--- src/rtl/apb_interconnect_n_pkg.sv ---
// apb_ic_pkg
//   Shared types for the APB interconnect: the bridge FSM state encoding and
//   a helper that derives the slave-index width from the slave count.
//   No ports; imported by the interface users, decoder and top level.
package apb_ic_pkg;

  typedef enum logic [1:0] {
    IDLE   = 2'd0,
    SETUP  = 2'd1,
    ACCESS = 2'd2,
    RESP   = 2'd3
  } state_t;

  // Width needed to index n slaves, never less than one bit.
  function automatic int idx_width(input int n);
    return (n <= 1) ? 1 : $clog2(n);
  endfunction

endpackage

--- src/rtl/apb_interconnect_n_if.sv ---
// apb_interconnect_n_if
//   Bundles the upstream request/response port and the shared APB bus.
//   master modport: the bridge side (accepts requests, drives APB).
//   slave modport : the environment side (issues requests, models slaves).
//   Signals: req_valid/req_ready/req_addr/req_write/req_wdata/req_strb,
//            rsp_valid/rsp_rdata/rsp_err,
//            paddr/pwrite/pwdata/pstrb/penable/psel, prdata/pready/pslverr.
interface apb_interconnect_n_if #(
  parameter int NUM_SLV = 6,
  parameter int ADDR_W  = 12,
  parameter int DATA_W  = 32
);
  localparam int STRB_W = DATA_W / 8;

  logic                      req_valid;
  logic                      req_ready;
  logic [ADDR_W-1:0]         req_addr;
  logic                      req_write;
  logic [DATA_W-1:0]         req_wdata;
  logic [STRB_W-1:0]         req_strb;

  logic                      rsp_valid;
  logic [DATA_W-1:0]         rsp_rdata;
  logic                      rsp_err;

  logic [ADDR_W-1:0]         paddr;
  logic                      pwrite;
  logic [DATA_W-1:0]         pwdata;
  logic [STRB_W-1:0]         pstrb;
  logic                      penable;
  logic [NUM_SLV-1:0]        psel;
  logic [NUM_SLV*DATA_W-1:0] prdata;
  logic [NUM_SLV-1:0]        pready;
  logic [NUM_SLV-1:0]        pslverr;

  modport master (
    input  req_valid, req_addr, req_write, req_wdata, req_strb,
    input  prdata, pready, pslverr,
    output req_ready, rsp_valid, rsp_rdata, rsp_err,
    output paddr, pwrite, pwdata, pstrb, penable, psel
  );

  modport slave (
    output req_valid, req_addr, req_write, req_wdata, req_strb,
    output prdata, pready, pslverr,
    input  req_ready, rsp_valid, rsp_rdata, rsp_err,
    input  paddr, pwrite, pwdata, pstrb, penable, psel
  );

endinterface

--- src/rtl/apb_interconnect_n_decoder.sv ---
// apb_ic_decoder
//   Combinational address decoder. The top IDX_W address bits select a slave.
//   Ports:
//     addr : request address
//     idx  : decoded slave index
//     sel  : one-hot select (all zero on a miss)
//     hit  : index maps to an existing slave
module apb_ic_decoder
  import apb_ic_pkg::*;
#(
  parameter int NUM_SLV = 6,
  parameter int ADDR_W  = 12,
  parameter int IDX_W   = idx_width(NUM_SLV)
) (
  input  logic [ADDR_W-1:0]  addr,
  output logic [IDX_W-1:0]   idx,
  output logic [NUM_SLV-1:0] sel,
  output logic               hit
);

  // Low address bits are the offset within a slave and play no part here.
  logic unused_low_bits;
  assign unused_low_bits = ^addr[ADDR_W-IDX_W-1:0];

  assign idx = addr[ADDR_W-1 -: IDX_W];

  // When NUM_SLV is not a power of two the upper index codes are unmapped.
  always_comb begin
    sel = '0;
    hit = (int'(idx) < NUM_SLV);
    if (hit) sel[idx] = 1'b1;
  end

endmodule

--- src/rtl/apb_interconnect_n.sv ---
// apb_interconnect_n
//   Single-outstanding bridge from a valid/ready request port to NUM_SLV APB4
//   slaves. Runs SETUP/ACCESS, honours wait states and PSLVERR, aborts hung
//   slaves after TIMEOUT access cycles and reports decode misses as errors.
//   Ports:
//     clk : rising-edge clock
//     rst : synchronous active-high reset
//     bus : apb_interconnect_n_if master modport (request, response, APB)
module apb_interconnect_n
  import apb_ic_pkg::*;
#(
  parameter int NUM_SLV = 6,
  parameter int ADDR_W  = 12,
  parameter int DATA_W  = 32,
  parameter int IDX_W   = idx_width(NUM_SLV),
  parameter int TIMEOUT = 16
) (
  input  logic                 clk,
  input  logic                 rst,
  apb_interconnect_n_if.master bus
);

  // The counter only has to reach TIMEOUT-1.
  localparam int CNT_W = (TIMEOUT > 1) ? $clog2(TIMEOUT) : 1;

  state_t              state;
  logic [IDX_W-1:0]    cur_idx;
  logic [CNT_W-1:0]    wait_cnt;

  logic [IDX_W-1:0]    dec_idx;
  logic [NUM_SLV-1:0]  dec_sel;
  logic                dec_hit;

  logic [DATA_W-1:0]   sel_rdata;
  logic                sel_ready;
  logic                sel_err;
  logic                timeout_hit;

  apb_ic_decoder #(
    .NUM_SLV (NUM_SLV),
    .ADDR_W  (ADDR_W),
    .IDX_W   (IDX_W)
  ) u_decoder (
    .addr (bus.req_addr),
    .idx  (dec_idx),
    .sel  (dec_sel),
    .hit  (dec_hit)
  );

  // Only the latched slave's return signals are ever looked at.
  assign sel_rdata = bus.prdata[int'(cur_idx) * DATA_W +: DATA_W];
  assign sel_ready = bus.pready[cur_idx];
  assign sel_err   = bus.pslverr[cur_idx];

  assign timeout_hit = (TIMEOUT > 0) && (wait_cnt == CNT_W'(TIMEOUT - 1));

  // Gated by rst so nothing is accepted while reset is held.
  assign bus.req_ready = (state == IDLE) && !rst;

  always_ff @(posedge clk) begin
    if (rst) begin
      state         <= IDLE;
      cur_idx       <= '0;
      wait_cnt      <= '0;
      bus.psel      <= '0;
      bus.penable   <= 1'b0;
      bus.paddr     <= '0;
      bus.pwrite    <= 1'b0;
      bus.pwdata    <= '0;
      bus.pstrb     <= '0;
      bus.rsp_valid <= 1'b0;
      bus.rsp_rdata <= '0;
      bus.rsp_err   <= 1'b0;
    end else begin
      // rsp_valid is raised only on the transition into RESP.
      bus.rsp_valid <= 1'b0;
      case (state)
        IDLE: begin
          if (bus.req_valid) begin
            bus.paddr     <= bus.req_addr;
            bus.pwrite    <= bus.req_write;
            bus.pwdata    <= bus.req_write ? bus.req_wdata : '0;
            bus.pstrb     <= bus.req_write ? bus.req_strb  : '0;
            bus.rsp_rdata <= '0;
            bus.rsp_err   <= 1'b0;
            wait_cnt      <= '0;
            if (dec_hit) begin
              cur_idx  <= dec_idx;
              bus.psel <= dec_sel;
              state    <= SETUP;
            end else begin
              bus.rsp_err   <= 1'b1;
              bus.rsp_valid <= 1'b1;
              state         <= RESP;
            end
          end
        end

        SETUP: begin
          bus.penable <= 1'b1;
          state       <= ACCESS;
        end

        ACCESS: begin
          // pready wins over the timeout on the last permitted cycle.
          if (sel_ready) begin
            bus.psel      <= '0;
            bus.penable   <= 1'b0;
            bus.rsp_err   <= sel_err;
            bus.rsp_rdata <= (!bus.pwrite && !sel_err) ? sel_rdata : '0;
            bus.rsp_valid <= 1'b1;
            state         <= RESP;
          end else if (timeout_hit) begin
            bus.psel      <= '0;
            bus.penable   <= 1'b0;
            bus.rsp_err   <= 1'b1;
            bus.rsp_rdata <= '0;
            bus.rsp_valid <= 1'b1;
            state         <= RESP;
          end else begin
            wait_cnt <= wait_cnt + 1'b1;
          end
        end

        RESP: begin
          state <= IDLE;
        end

        default: begin
          state <= IDLE;
        end
      endcase
    end
  end

endmodule

--- src/flat_wrapper.sv ---
// flat-port wrapper written by rule: the top's interface ports become plain ports
module apb_interconnect_n_flat import apb_ic_pkg::*;
#(
  parameter int NUM_SLV = 6,
  parameter int ADDR_W  = 12,
  parameter int DATA_W  = 32,
  parameter int IDX_W   = idx_width(NUM_SLV),
  parameter int TIMEOUT = 16
)
  (clk, rst, bus_req_valid, bus_req_addr, bus_req_write, bus_req_wdata, bus_req_strb, bus_prdata, bus_pready, bus_pslverr, bus_req_ready, bus_rsp_valid, bus_rsp_rdata, bus_rsp_err, bus_paddr, bus_pwrite, bus_pwdata, bus_pstrb, bus_penable, bus_psel);
  apb_interconnect_n_if #(.NUM_SLV(NUM_SLV), .ADDR_W(ADDR_W), .DATA_W(DATA_W)) bus_i ();
  input  logic clk;
  input  logic rst;
  input wire logic [$bits(bus_i.req_valid)-1:0] bus_req_valid;
  input wire logic [$bits(bus_i.req_addr)-1:0] bus_req_addr;
  input wire logic [$bits(bus_i.req_write)-1:0] bus_req_write;
  input wire logic [$bits(bus_i.req_wdata)-1:0] bus_req_wdata;
  input wire logic [$bits(bus_i.req_strb)-1:0] bus_req_strb;
  input wire logic [$bits(bus_i.prdata)-1:0] bus_prdata;
  input wire logic [$bits(bus_i.pready)-1:0] bus_pready;
  input wire logic [$bits(bus_i.pslverr)-1:0] bus_pslverr;
  output wire logic [$bits(bus_i.req_ready)-1:0] bus_req_ready;
  output wire logic [$bits(bus_i.rsp_valid)-1:0] bus_rsp_valid;
  output wire logic [$bits(bus_i.rsp_rdata)-1:0] bus_rsp_rdata;
  output wire logic [$bits(bus_i.rsp_err)-1:0] bus_rsp_err;
  output wire logic [$bits(bus_i.paddr)-1:0] bus_paddr;
  output wire logic [$bits(bus_i.pwrite)-1:0] bus_pwrite;
  output wire logic [$bits(bus_i.pwdata)-1:0] bus_pwdata;
  output wire logic [$bits(bus_i.pstrb)-1:0] bus_pstrb;
  output wire logic [$bits(bus_i.penable)-1:0] bus_penable;
  output wire logic [$bits(bus_i.psel)-1:0] bus_psel;
  assign bus_i.req_valid = bus_req_valid;
  assign bus_i.req_addr = bus_req_addr;
  assign bus_i.req_write = bus_req_write;
  assign bus_i.req_wdata = bus_req_wdata;
  assign bus_i.req_strb = bus_req_strb;
  assign bus_i.prdata = bus_prdata;
  assign bus_i.pready = bus_pready;
  assign bus_i.pslverr = bus_pslverr;
  assign bus_req_ready = bus_i.req_ready;
  assign bus_rsp_valid = bus_i.rsp_valid;
  assign bus_rsp_rdata = bus_i.rsp_rdata;
  assign bus_rsp_err = bus_i.rsp_err;
  assign bus_paddr = bus_i.paddr;
  assign bus_pwrite = bus_i.pwrite;
  assign bus_pwdata = bus_i.pwdata;
  assign bus_pstrb = bus_i.pstrb;
  assign bus_penable = bus_i.penable;
  assign bus_psel = bus_i.psel;
  apb_interconnect_n #(.NUM_SLV(NUM_SLV), .ADDR_W(ADDR_W), .DATA_W(DATA_W), .IDX_W(IDX_W), .TIMEOUT(TIMEOUT)) u_core (.clk(clk), .rst(rst), .bus(bus_i));
endmodule
--- config.mk ---
export PLATFORM = sky130hd
export DESIGN_NAME = apb_interconnect_n_flat
export DESIGN_NICKNAME = d
export VERILOG_FILES = /design/src/rtl/apb_interconnect_n_pkg.sv /design/src/rtl/apb_interconnect_n_if.sv /design/src/rtl/apb_interconnect_n_decoder.sv /design/src/rtl/apb_interconnect_n.sv /design/src/flat_wrapper.sv
export SDC_FILE = /design/constraint.sdc
export NUM_CORES = 1
export LEC_CHECK = 0
export ABC_AREA = 0
export ABC_CLOCK_PERIOD_IN_PS = 2900
export CAP_MARGIN = 30
export CORE_ASPECT_RATIO = 0.5
export CORE_UTILIZATION = 41
export DETAILED_ROUTE_END_ITERATION = 10
export GPL_ROUTABILITY_DRIVEN = 0
export PLACE_DENSITY = 0.88
export SETUP_SLACK_MARGIN = 0.5
export SYNTH_ARGS = -nofsm -noshare
export SYNTH_HDL_FRONTEND = slang
export SYNTH_SLANG_ARGS = --single-unit
--- constraint.sdc ---
create_clock -name clk -period 2.9 [get_ports clk]
set_clock_uncertainty 0.1 [all_clocks]
set_input_delay 0.29 -clock clk [delete_from_list [all_inputs] [get_ports clk]]
set_output_delay 0.29 -clock clk [all_outputs]
set_load 0.01 [all_outputs]
==> results of run 1 <==
## cells in the final DEF (no fill, tap or decap), types with 2 or more instances in the layout
master	netlist	final
buf_4	2	15
nand3b_1	6	6
nand2_1	83	82
inv_8	0	2
ha_1	3	3
o21ai_0	22	21
buf_6	4	2
a21oi_1	83	83
or2_4	2	2
o32ai_2	30	30
o21ai_1	2	3
a31oi_1	3	3
a211oi_1	2	2
dfxtp_1	99	97
nand3_1	43	43
nand2b_1	37	37
o22ai_1	3	3
clkdlybuf4s50_1	0	345
nor3_1	3	3
o211ai_1	9	9
a311oi_1	2	2
mux2i_1	45	45
clkbuf_16	0	9
mux4_2	26	26
nor2_1	32	32
clkinv_8	0	2
nand2_2	1	2
inv_1	4	4
## worst max path at each step
| stage | startpoint | to | slack (ps) | cells past startpoint |
|---|---|---|---|---|
| 5_1_grt | u_core.cur_idx[1]$_SDFFE_PP0P_ | u_core.wait_cnt[3]$_SDFFE_PP0P_ | 510 | 6 |
| 4_1_cts | u_core.cur_idx[1]$_SDFFE_PP0P_ | u_core.bus.rsp_rdata[24]$_SDFFE_PP0P_ | 540 | 7 |
| 3_3_place_gp | bus_pready[0] | u_core.bus.rsp_rdata[31]$_SDFFE_PP0P_ | 560 | 7 |
| 2_1_floorplan | u_core.cur_idx[2]$_SDFFE_PP0P_ | u_core.bus.rsp_rdata[6]$_SDFFE_PP0P_ | 920 | 7 |
| 3_5_place_dp | bus_pready[4] | u_core.bus.rsp_rdata[7]$_SDFFE_PP0P_ | 500 | 7 |
| 6_report | u_core.cur_idx[1]$_SDFFE_PP0P_ | u_core.wait_cnt[3]$_SDFFE_PP0P_ | 620 | 6 |
## tightest hold or removal path: stages, from the launching register on
cell and delay (ps):
dfxtp_1 310, nand2_1 50, a21oi_1 50
## routing by layer
layer  wire length (um)  share of wire [%]  up-vias  GRT usage (%)
li1                   -                  -     2882              -
met1               7890                 39     2865           32.0
met2              10300                 51      233           50.9
met3               1310                6.5       40           6.39
met4                611                3.0        0           10.1
met5                  0                  0        -              0
## report_power, final
| group | internal (mW) | switching (mW) | total [mW] |
|---|---|---|---|
| logic | 1.11 | 1.19 | 2.30 |
| registers | 1.51 | 0.0859 | 1.59 |
| clock network | 0.614 | 0.580 | 1.19 |
| total | 3.23 | 1.86 | 5.09 |
## synth_stat cells, drive strengths merged, types with 2 or more instances
library cell / count
o22ai: 3
dfxtp: 99
inv: 5
nor2: 32
nand2: 84
clkbuf: 40
nand2b: 37
a311oi: 2
a31oi: 4
nand3: 43
o32ai: 31
mux2i: 45
o211ai: 9
nand3b: 6
a211oi: 2
mux4: 26
o21ai: 24
a21oi: 83
and2: 2
ha: 3
nor3: 3
or2: 2
buf: 21
## what timing repair did
item,CTS,global route
endpoints found under the setup margin,0,39
resized for setup,0,4
buffers inserted,0,1
## cells by family (layout without fill, tap and decap cells)
group           after synthesis  in the layout  share of synthesized area [%]
buf+inv                      67            384                           5.41
fa+ha+maj                     3              3                          0.666
compound gates              163            163                           22.2
flops                        99             99                           35.1
mux                          71             71                           18.4
simple gates                216            216                           18.2
## through the flow
| step | cell area, um2 | setup slack (ps) |
|---|---|---|
| floorplan | 5640 | 916 |
| finish | 9470 | 625 |
| global route | 9470 | 514 |
| detailed placement | 9150 | 501 |
| global placement | 9150 | 557 |
| CTS | 9460 | 536 |
## final cells by class
class	count	area, um2
Inverter	6	22.5
Multi-Input combinational cell	453	3360
Timing Repair Buffer	362	3590
Fill cell	961	3550
Tap cell	170	213
Clock inverter	7	80.1
Sequential cell	99	1990
Clock buffer	9	225
## flip-flops by register name (all words and copies together) (netlist names), 2 cells and up
name                  cells
u_core.bus.pwdata        32
u_core.bus.rsp_rdata     32
u_core.bus.paddr         12
u_core.bus.psel           6
u_core.bus.pstrb          4
u_core.wait_cnt           4
u_core.cur_idx            3
u_core.state              2
==> results.ini, run 1 <==
[cts]
cts-hold-fix-buffers=0
insertion_delay_ps=340
root_buffer=clkbuf_16
cts_tree=built
htreeDepth=3
cts_sinks=99
cts_buffer_depth=2
cts_made_buffers=9
cts.clk_slew.worst_paths_ps=80

[global_route]
track_usage_pct=27.8
antenna_found_initial=0
grt_pass1_vias=6147
grt_pass1_wl_um=31400
grt_max_degree=64
overflow=0

[timing]
setup_viol=0
worstMarginPinSlew_ps=787
rsz0062_at_grt=no
setup_tns_ps=0
hold_viol_final=0
fmaxAchievable_mhz=440
whs_ps=353
fin_crit_ps=2280
relSlewSlack_pct=47.2
post-route-period-util_pct=78.5
slew_violations=0

[floorplanning]
die_w_um=168
pin_count=347
rows=29
die-area_mm2=0.0143
start_util_pct=43.3
core_area_mm2=0.0130
die_h_um=84.9

[yosys]
yosys.area.top_type_share_pct=35.1
synth_edf_count=0
synth_area_mm2=0.00564
synth_top_cell_by_area=dfxtp_1
synthTopCellsByArea=dfxtp_1, mux4_2, o32ai_2, mux2i_1, a21oi_1
ys_ff_latch=99
ys_warn_count=0
yosysUniqueCellTypes=44
ys_seq_area_share_pct=35.1
synthFlopType=dfxtp_1
async_flop_share_pct=0
synth.avg_cell_area_um2=9.11
synth_cells=619
syn-num-nets=878

[power_and_ir_drop]
finalPower_mw=5.09
ir_worst_vdd_uv=429
power.leakage_nw=3.10
powerDensity_mw_per_mm2=537

[critical_path]
r2r_end=u_core.wait_cnt[3]$_SDFFE_PP0P_
cp_slowest_cell=or4_1
arrival_ps=2440
path_cells=buf_6 > mux2i_1 > o22a_2 > nand2_1 > or4_1 > a31oi_1
r2r_start=u_core.cur_idx[1]$_SDFFE_PP0P_
cp_max_fo=23
slowest_delay_ps=540
start_kind=flip-flop
path_buf_inv=1
reg2reg_slack_ps=620
required_ps=3060
worstRegToRegCells=6
crit_family=simple AND/OR/NAND/NOR gates
critPathKind=reg -> reg
worstSetupEndpointType=flip-flop

[route]
drt.antenna.violating_nets=0
dr_total_vias=6020
first_pass_iters=6
drtIter0Drc=352
drc=0
routed_via_density=5.44
wl_per_cell_um=18.2
wl_um=20100

[cells_and_area]
area_growth_pct=68.0
drive_gt1_share_pct=10.8
final_util_pct=72.7
stdcell_count=1106
nets=1190
antennaDiodeCount=0

[placed_design]
place_inst=1089
place.port_buffers=346
dpl.hpwl_um=15400

[min_path]
min_path_cells=2
holdPathEnd=u_core.bus.pwdata[22]$_SDFFE_PP0N_
hold_class=reg -> reg
hp-start=u_core.bus.pwdata[22]$_SDFFE_PP0N_

[run_status]
status=finished clean

[flow_run]
max-cap-violations=0

Note: power is estimated with default switching activity, not from simulation.
==> run 2: changes to the inputs <==
--- a/config.mk
+++ b/config.mk
@@ -6,13 +6,13 @@
 export NUM_CORES = 1
 export LEC_CHECK = 0
 export ABC_AREA = 0
-export ABC_CLOCK_PERIOD_IN_PS = 2900
+export ABC_CLOCK_PERIOD_IN_PS = 2200
 export CAP_MARGIN = 30
 export CORE_ASPECT_RATIO = 0.5
-export CORE_UTILIZATION = 41
+export CORE_UTILIZATION = 38
 export DETAILED_ROUTE_END_ITERATION = 10
 export GPL_ROUTABILITY_DRIVEN = 0
-export PLACE_DENSITY = 0.88
+export PLACE_DENSITY = 0.82
 export SETUP_SLACK_MARGIN = 0.5
 export SYNTH_ARGS = -nofsm -noshare
 export SYNTH_HDL_FRONTEND = slang
==> constraint.sdc (replaced) <==
create_clock -name clk -period 2.2 [get_ports clk]
set_clock_uncertainty 0.1 [all_clocks]
set_input_delay 0.22 -clock clk [delete_from_list [all_inputs] [get_ports clk]]
set_output_delay 0.22 -clock clk [all_outputs]
set_load 0.01 [all_outputs]
==> run 2 against run 1 <==
Compared with the run above: hold slack lost 330 ps; total power grew 46%; first-iteration DRC count down 13%; critical path type unchanged; register-to-register slack lost 470 ps; clock power rose by 34%; critical endpoint is now u_core.bus.rsp_rdata[31]$_SDFFE_PP0P_.
==> results.ini, run 2 (synthesized netlist as in run 1, its figures left out) <==
[route]
routed_via_density=5.25  ; was 5.44
drt.antenna.violating_nets=0  ; unchanged
dr_total_vias=6081  ; was 6020
drc=0  ; unchanged
wl_per_cell_um=17.5  ; was 18.2 um
wl_um=20300  ; was 20100 um
drtIter0Drc=305  ; was 352
first_pass_iters=5  ; was 6

[critical_path]
reg2reg_slack_ps=160  ; was 620 ps
worstRegToRegCells=6  ; unchanged
start_kind=flip-flop  ; unchanged
cp-startpoint=u_core.cur_idx[2]$_SDFFE_PP0P_  ; was u_core.cur_idx[1]$_SDFFE_PP0P_
cp_max_fo=31  ; was 23
r2r_end=u_core.bus.rsp_rdata[31]$_SDFFE_PP0P_  ; was u_core.wait_cnt[3]$_SDFFE_PP0P_
worstSetupEndpointType=flip-flop  ; unchanged
required_ps=2350  ; was 3060 ps
arrival_ps=2200  ; was 2440 ps
critPathKind=reg -> reg  ; unchanged
r2r_start=u_core.cur_idx[2]$_SDFFE_PP0P_  ; was u_core.cur_idx[1]$_SDFFE_PP0P_

[timing]
worstMarginPinSlew_ps=459  ; was 787 ps
hold_viol_final=0  ; unchanged
post-route-period-util_pct=92.9  ; was 78.5%
fin_crit_ps=2040  ; was 2280 ps
relSlewSlack_pct=69.3  ; was 47.2%
setup_viol=0  ; unchanged
rsz0062_at_grt=yes  ; was no
slew_violations=0  ; unchanged
layout_setup_ws_ps=156  ; was 625 ps
fmaxAchievable_mhz=489  ; was 440 MHz

[global_route]
grt_pass1_vias=5974  ; was 6147
track_usage_pct=24.8  ; was 27.8%
grt_pass1_wl_um=30300  ; was 31400 um
overflow=0  ; unchanged
grtUsageMet2_pct=45.8  ; was 50.9%
grt_util_met3_pct=6.29  ; was 6.39%
grtUsageMet1_pct=29.0  ; was 32.0%
grt_max_degree=94  ; was 64
antenna_found_initial=0  ; unchanged
top_usage_layer=met2  ; unchanged

[placed_design]
place.port_buffers=346  ; unchanged
place_inst=1124  ; was 1089
dpl.hpwl_um=14700  ; was 15400 um
pre_cts_ws_ps=-10.6  ; was 501 ps

[flow_run]
max-cap-violations=0  ; unchanged

[cells_and_area]
drive_gt1_share_pct=15.8  ; was 10.8%
antennaDiodeCount=0  ; unchanged
reg.largest.list=u_core.bus.pwdata: 32 flops, u_core.bus.rsp_rdata: 32 flops, u_core.bus.paddr: 12 flops  ; unchanged
area_growth_pct=78.1  ; was 68.0%
layout_commonest_cell=clkdlybuf4s50_1  ; unchanged
nets=1214  ; was 1190
stdcell_count=1158  ; was 1106
layout_common_cells=clkdlybuf4s50_1, dfxtp_1, nand2_1  ; was clkdlybuf4s50_1, dfxtp_1, a21oi_1
nFillCells=1088  ; was 961

[power_and_ir_drop]
power.leakage_nw=3.35  ; was 3.10 nW
ir_worst_vdd_uv=515  ; was 429 uV
powerDensity_mw_per_mm2=738  ; was 537 mW/mm2

[floorplanning]
rows=31  ; was 29
die_h_um=88.1  ; was 84.9 um
die-area_mm2=0.0154  ; was 0.0143 mm2
start_util_pct=39.0  ; was 43.3%
core_area_mm2=0.0145  ; was 0.0130 mm2
die_w_um=174  ; was 168 um
pin_count=347  ; unchanged

[cts]
cts-hold-fix-buffers=0  ; unchanged
cts.clk_slew.worst_paths_ps=70  ; was 80 ps
cts_made_buffers=9  ; unchanged
root_buffer=clkbuf_16  ; unchanged
cts_tree=built  ; unchanged
htreeDepth=3  ; unchanged
cts_sinks=99  ; unchanged
insertion_delay_ps=350  ; was 340 ps
cts_buffer_depth=2  ; unchanged

[min_path]
hp-start=rst  ; was u_core.bus.pwdata[22]$_SDFFE_PP0N_
min_path_cells=2  ; unchanged
holdPathEnd=u_core.wait_cnt[2]$_SDFFE_PP0P_  ; was u_core.bus.pwdata[22]$_SDFFE_PP0N_
hold_class=in -> reg  ; was reg -> reg

[run_status]
status=finished clean  ; unchanged

==> run 2: cell types whose count changed in the layout (fill, tap and decap cells not counted), sizes merged <==
cell,change
buf,+22
bufbuf,+3
clkdlybuf4s50,-1
clkinv,-1
clkinvlp,-1
inv,+2
==> run 2: how the worst max path moves through the flow <==
stage	to	slack (ps)
finish	u_core.bus.rsp_rdata[31]$_SDFFE_PP0P_	160
global route	u_core.bus.rsp_rdata[31]$_SDFFE_PP0P_	90
CTS	u_core.bus.rsp_rdata[31]$_SDFFE_PP0P_	210
detailed placement	u_core.bus.rsp_rdata[10]$_SDFFE_PP0P_	-10
global placement	u_core.bus.rsp_rdata[31]$_SDFFE_PP0P_	50
floorplan	u_core.bus.rsp_rdata[0]$_SDFFE_PP0P_	320
==> run 2: layout make-up <==
type                    instances  area, um2  share of cell area [%]
clock inverters                 7       76.3                   0.760
inverters                       6       22.5                   0.224
clock buffers                   9        225                    2.24
repair buffers                386       3970                    39.5
multi-input cells             453       3510                    35.0
flip-flops and latches         99       1990                    19.8
well taps                     198        248                    2.47
==> run 2: per-stage QoR <==
step | hold slack, ps | power (mW) | utilization [%] | area [um2] | setup TNS (ps)
global placement | 337 | 5.21 | 64.6 | 9340 | 0
finish | 26.5 | 7.42 | 69.4 | 10000 | 0
detailed placement | 343 | 5.27 | 64.6 | 9340 | -14.3
floorplan | 256 | 3.99 | - | 5700 | 0
CTS | 19.4 | 7.36 | 68.9 | 9970 | 0
global route | 34.2 | 7.82 | 69.4 | 10000 | 0
==> run 2: per-layer routing <==
metal / vias to the layer above / share of wire, % / wire, um
met1: 2917 / 41 / 8310
li1: 2924 / - / -
met5: - / 0 / 0
met4: 0 / 1.6 / 333
met3: 33 / 6.5 / 1310
met2: 207 / 51 / 10400
==> run 2: where the power goes <==
part | internal (mW) | switching [mW] | leakage [nW]
registers | 1.99 | 0.139 | 0.806
clock network | 0.812 | 0.777 | 0.149
logic | 1.97 | 1.72 | 2.40
total | 4.78 | 2.64 | 3.35
==> run 2: critical path: stages, from the launching register on <==
cell       delay, ps
dfxtp_2          380
or2_4            290
or2_4            250
a2111oi_4        350
nand2_2          130
buf_12           210
o32ai_1          230
==> run 2: repair_timing <==
item	CTS	global route
cloned	3	0
resized for setup	33	18
setup buffers	12	3
endpoints found under the setup margin	78	62
endpoints found under the hold margin	0	0
pin swaps	10	6
==> run 3: changes to the inputs <==
--- a/config.mk
+++ b/config.mk
@@ -7,9 +7,10 @@
 export LEC_CHECK = 0
 export ABC_AREA = 0
 export ABC_CLOCK_PERIOD_IN_PS = 2200
-export CAP_MARGIN = 30
+export CAP_MARGIN = 20
 export CORE_ASPECT_RATIO = 0.5
 export CORE_UTILIZATION = 38
+export CTS_CLUSTER_DIAMETER = 40
 export DETAILED_ROUTE_END_ITERATION = 10
 export GPL_ROUTABILITY_DRIVEN = 0
 export PLACE_DENSITY = 0.82
==> results of run 3 <==
The final DEF is identical to that of run 2; final timing and power are the same.
